--- src/rtl/uart_tx_arbiter.sv ---
// uart_tx_arbiter: round-robin sharing of one uart_tx among N_REQ byte requesters.
// The granted byte is captured and held on tx_data. tx_start is driven until the
// transmitter's ready line, synchronized into clk, is seen to fall.
// Optional build macro UART_ARB_LOCK_EN adds req_lock, which gives exclusive access.
module uart_tx_arbiter #(
  parameter int N_REQ       = 4,
  parameter int ID_W        = 2,
  parameter int SYNC_STAGES = 2
) (
  input  logic                 clk,
  input  logic                 rst,
  input  logic [N_REQ-1:0]     req,
  input  logic [8*N_REQ-1:0]   req_data,
`ifdef UART_ARB_LOCK_EN
  input  logic [N_REQ-1:0]     req_lock,
`endif
  output logic [N_REQ-1:0]     ack,
  output logic                 tx_start,
  output logic [7:0]           tx_data,
  input  logic                 tx_ready,
  output logic [ID_W-1:0]      grant_id,
  output logic                 busy
);

  typedef enum logic [1:0] {
    IDLE  = 2'd0,
    ISSUE = 2'd1,
    BUSY  = 2'd2
  } state_t;

  state_t                 state_reg;
  logic [ID_W-1:0]        rr_ptr_reg;
  logic [SYNC_STAGES-1:0] sync_reg;
  logic                   rdy_s;
  logic [7:0]             data_arr [N_REQ];
  logic [N_REQ-1:0]       eligible;
  logic                   win_found;
  logic [ID_W-1:0]        win_idx;

  // Unpack the flat request data bus into one byte per requester.
  genvar gi;
  generate
    for (gi = 0; gi < N_REQ; gi++) begin : g_unpack
      assign data_arr[gi] = req_data[8*gi +: 8];
    end
  endgenerate

`ifdef UART_ARB_LOCK_EN
  logic            lock_active_reg;
  logic [ID_W-1:0] lock_id_reg;
  logic            lock_hold;

  // The lock keeps holding only while the owner still asserts its req_lock bit.
  assign lock_hold = lock_active_reg && req_lock[lock_id_reg];

  // While locked, only the owner's request can win.
  generate
    for (gi = 0; gi < N_REQ; gi++) begin : g_lock_mask
      assign eligible[gi] = req[gi] && (!lock_hold || (lock_id_reg == ID_W'(gi)));
    end
  endgenerate
`else
  assign eligible = req;
`endif

  // tx_ready comes from the tx_clk domain; only the last flop's output is used.
  always_ff @(posedge clk) begin
    if (rst) begin
      sync_reg <= '1;
    end else begin
      sync_reg <= {sync_reg[SYNC_STAGES-2:0], tx_ready};
    end
  end

  assign rdy_s = sync_reg[SYNC_STAGES-1];

  // Round-robin search: first eligible requester after the last winner.
  always_comb begin
    logic [ID_W-1:0] idx;
    win_found = 1'b0;
    win_idx   = '0;
    idx       = '0;
    for (int k = 1; k <= N_REQ; k++) begin
      idx = ID_W'((int'(rr_ptr_reg) + k) % N_REQ);
      if (!win_found && eligible[idx]) begin
        win_found = 1'b1;
        win_idx   = idx;
      end
    end
  end

  // Grant/issue/busy sequencer with registered handshake outputs.
  always_ff @(posedge clk) begin
    if (rst) begin
      state_reg       <= IDLE;
      tx_start        <= 1'b0;
      tx_data         <= 8'h00;
      ack             <= '0;
      grant_id        <= '0;
      busy            <= 1'b0;
      rr_ptr_reg      <= ID_W'(N_REQ - 1);
`ifdef UART_ARB_LOCK_EN
      lock_active_reg <= 1'b0;
      lock_id_reg     <= '0;
`endif
    end else begin
      ack <= '0;
      case (state_reg)
        IDLE: begin
`ifdef UART_ARB_LOCK_EN
          if (lock_active_reg && !req_lock[lock_id_reg]) begin
            lock_active_reg <= 1'b0;
          end
`endif
          if (win_found && rdy_s) begin
            tx_data    <= data_arr[win_idx];
            grant_id   <= win_idx;
            rr_ptr_reg <= win_idx;
            ack        <= N_REQ'(1) << win_idx;
            tx_start   <= 1'b1;
            busy       <= 1'b1;
            state_reg  <= ISSUE;
`ifdef UART_ARB_LOCK_EN
            lock_active_reg <= req_lock[win_idx];
            lock_id_reg     <= win_idx;
`endif
          end
        end
        ISSUE: begin
          // The transmitter has accepted start once its ready falls.
          if (!rdy_s) begin
            tx_start  <= 1'b0;
            state_reg <= BUSY;
          end
        end
        BUSY: begin
          if (rdy_s) begin
            busy      <= 1'b0;
            state_reg <= IDLE;
          end
        end
        default: begin
          tx_start  <= 1'b0;
          busy      <= 1'b0;
          state_reg <= IDLE;
        end
      endcase
    end
  end

endmodule

--- config.mk ---
export PLATFORM = sky130hd
export DESIGN_NAME = uart_tx_arbiter
export DESIGN_NICKNAME = d
export VERILOG_FILES = /design/src/rtl/uart_tx_arbiter.sv
export SDC_FILE = /design/constraint.sdc
export NUM_CORES = 1
export LEC_CHECK = 0
export CORE_MARGIN = 5
export CORE_UTILIZATION = 25
export CTS_CLUSTER_DIAMETER = 120
export DETAILED_ROUTE_END_ITERATION = 8
export GPL_TIMING_DRIVEN = 0
export PLACE_DENSITY = 0.57
export REMOVE_ABC_BUFFERS = 1
export SYNTH_ARGS = -nofsm -noshare
export SYNTH_HDL_FRONTEND = slang
export SYNTH_SLANG_ARGS = --single-unit
--- constraint.sdc ---
create_clock -name clk -period 1.7 [get_ports clk]
set_input_delay 0.34 -clock clk [delete_from_list [all_inputs] [get_ports clk]]
set_output_delay 0.34 -clock clk [all_outputs]
set_load 0.005 [all_outputs]
==> metrics.csv <==
metric,value,unit
status,"finished, final reports clean",
drt-total-wl,3.48,mm
maxCapViolCount,0,
via_per_inst,4.82,
die_h,78.4,um
pwr-share-comb,32.8,%
regMostFlops,tx_data,
min_path_type,in -> reg,
die_area,0.00615,mm^2
rsz0062_at_grt,yes,
synthDistinctLibCells,42,
grt_max_degree,13,
area_growth,64.1,%
htree_levels,1,
port_buffers,54,
yosysWarnings,0,
critical_path.top_delay_family,simple AND/OR/NAND/NOR gates,
core_area,0.00463,mm^2
io_pins,55,
synthTopCellsByArea,"dfxtp_1 38%, mux2i_1 9.4%, nand2_1 4.2%",
reg.largest.list,"tx_data: 8 flops, ack: 4 flops",
numCtsBuffers,3,
swShare,27.9,%
syn_area_per_cell,9.44,um^2
required,1.89,ns
fp-row-count,25,
finalCritPeriodShare,99.1,%
timing.rr.end,tx_data[7]$_SDFFE_PP0P_,
switchingPower,0.407,mW
track_usage,11.6,%
synth.mux.area_fraction,10.6,%
cts_max_path_buffers,2,
cts_sinks,22,
p_total,1.46,mW
grt_overflow_total,0,
synth_top_family_by_area,compound AO/OA/AOI/OAI gates,
cts_tree,built,
clk_pin_slew,0.08,ns
die_w,78.4,um
regToRegSetupSlack,0.02,ns
antenna_found_initial,0,
crit_cells,5,
peakVddDrop,0.000586,V
place_congestion,0.790,
start_util,25.3,%
synth_xor_xnor_area_share,0.748,%
synth-seq-area-share,37.6,%
p_seq_share,41.9,%
p_leak,0.770,nW
worstHoldStart,rst,
drc,0,
min_path_cells,2,
crit_path_top_delay_cell,or3b_4,
hold_viol_final,0,
hpwlAfterDp,2.72,mm
vias,1147,
intPower,1.05,mW
critPathBufInv,0,
dp_slack,-0.645,ns
firstDrtPassIters,4,
synth-main-ff-cell,dfxtp_1,
setup_slack,0.0155,ns
cp_cell_sequence,or3b_4 -> nor3_4 -> a21boi_2 -> a21bo_1 -> o211ai_2,
end_kind,flip-flop,
root_buffer,clkbuf_8,
largest_reg_flops,8,
async_flop_share,0,%
worstMarginPinSlew,0.436,ns
max_freq,594,MHz
yosys.area.top_type_share,37.6,%
clk_latency,0.26,ns
drive_gt1_share,17.4,%
grt_pass1_wl,5.74,mm
fin_nets,224,
synth_compound_area_share,25.4,%
regToRegStartpoint,sync_reg[1]$_SDFF_PP1_,
syn_area,0.00117,mm^2
critPathKind,reg -> reg,
reg2reg_depth,5,
yosys_register_bits,22,
crit_fanout,5,
drv_slew,0,
whs_endpoint,busy$_SDFFE_PP0P_,
slowest_delay,0.43,ns
power_density,759,mW/mm^2
yosys.area_share.simple,23.0,%
fin_crit,1.68,ns
synthAdderAreaFrac,0,%
grt_pass1_vias,1138,
antenna_cells,0,
wl_per_cell,14.6,um
finClkSkew,0.00395,ns
maxSlewHeadroom,70.7,%
cp-start-kind,flip-flop,
synth_edf_count,0,
setup_violations,0,
finalSetupTns,0,ns
drt-initial-drc-count,34,
pwr-share-clk,25.3,%
synthCells,124,
synth_top_area_cell,dfxtp_1,
ant_nets,0,
crit_arrival,1.88,ns
-- power groups by stage --
stage	Clock [mW]	Sequential, mW	Combinational (mW)
5_1_grt	0.416	0.620	0.523
3_3_place_gp	0	0.620	0.434
3_5_place_dp	0	0.622	0.440
2_1_floorplan	0	0.620	0.214
6_report	0.369	0.612	0.479
4_1_cts	0.390	0.613	0.452
-- cells in the final DEF, fill, tap and decap left out, drive strengths merged, types with 5 or more instances in the layout --
cell type | netlist | final
nand2 | 14 | 14
clkdlybuf4s50 | 0 | 49
nand3 | 6 | 6
inv | 5 | 5
dfxtp | 22 | 22
buf | 1 | 5
mux2i | 12 | 12
clkbuf | 2 | 5
o211ai | 5 | 5
o21ai | 6 | 6
nor2 | 12 | 12
-- cells by family (layout without fill, tap and decap cells) --
group / after synthesis / after routing
buffers and inverters: 8 / 68
AND/OR/NAND/NOR: 46 / 46
flip-flops: 22 / 22
AO/OA/AOI/OAI: 35 / 35
multiplexers: 12 / 12
XOR/XNOR: 1 / 1
-- per-stage QoR --
step	instances	util [%]	instance area (um^2)	hold slack (ns)
finish	238	41.5	1920	0.401
global route	238	41.5	1920	0.437
CTS	235	40.2	1860	0.423
detailed placement	229	38.2	1770	0.403
global placement	229	38.2	1770	0.398
floorplan	121	-	1160	0.389
-- final cells by class --
class / instances / area [um^2]
Clock buffer: 4 / 55.1
Fill cell: 482 / 2710
Inverter: 5 / 18.8
Multi-Input combinational cell: 94 / 756
Sequential cell: 22 / 444
Tap cell: 54 / 67.6
Timing Repair Buffer: 59 / 581
-- repair_timing --
item / 4_1_cts / 5_1_grt
buffers inserted: 2 / 3
pin swaps: 2 / 3
hold buffers: 0 / 0
setup endpoints to repair: 16 / 9
resized for setup: 9 / 10
-- worst register-to-register path: cells and delay by family (launching register included) --
kind	cells	cell delay, ns
AOI/OAI and AO/OA	3	0.51
and+or+nand+nor	2	0.71
DFF	1	0.40
-- worst max path at each step --
| stage | from | to |
|---|---|---|
| 5_1_grt | sync_reg[1]$_SDFF_PP1_ | tx_data[7]$_SDFFE_PP0P_ |
| 4_1_cts | rst | tx_data[4]$_SDFFE_PP0P_ |
| 2_1_floorplan | rr_ptr_reg[1]$_SDFFE_PP1P_ | tx_data[7]$_SDFFE_PP0P_ |
| 6_report | sync_reg[1]$_SDFF_PP1_ | tx_data[7]$_SDFFE_PP0P_ |
| 3_5_place_dp | req[3] | tx_data[4]$_SDFFE_PP0P_ |
| 3_3_place_gp | req[3] | tx_data[7]$_SDFFE_PP0P_ |
-- per-layer routing --
layer	GRT usage (%)	share of wire (%)	up-vias
met2	19.1	48	44
li1	-	-	570
met3	5.28	9.1	6
met1	13.6	42	527
met4	3.15	1.3	0
met5	0	0	-
-- synth_stat cells (3+ instances only) --
master	count
o21ai_0	5
nand3b_1	3
o211ai_1	4
nor2_1	11
nor3_1	3
a21oi_1	4
mux2i_1	11
nand3_1	5
nand2_1	13
inv_1	5
o221ai_1	3
dfxtp_1	22
a21o_1	4
No activity file was read; power rests on OpenSTA's default activity.
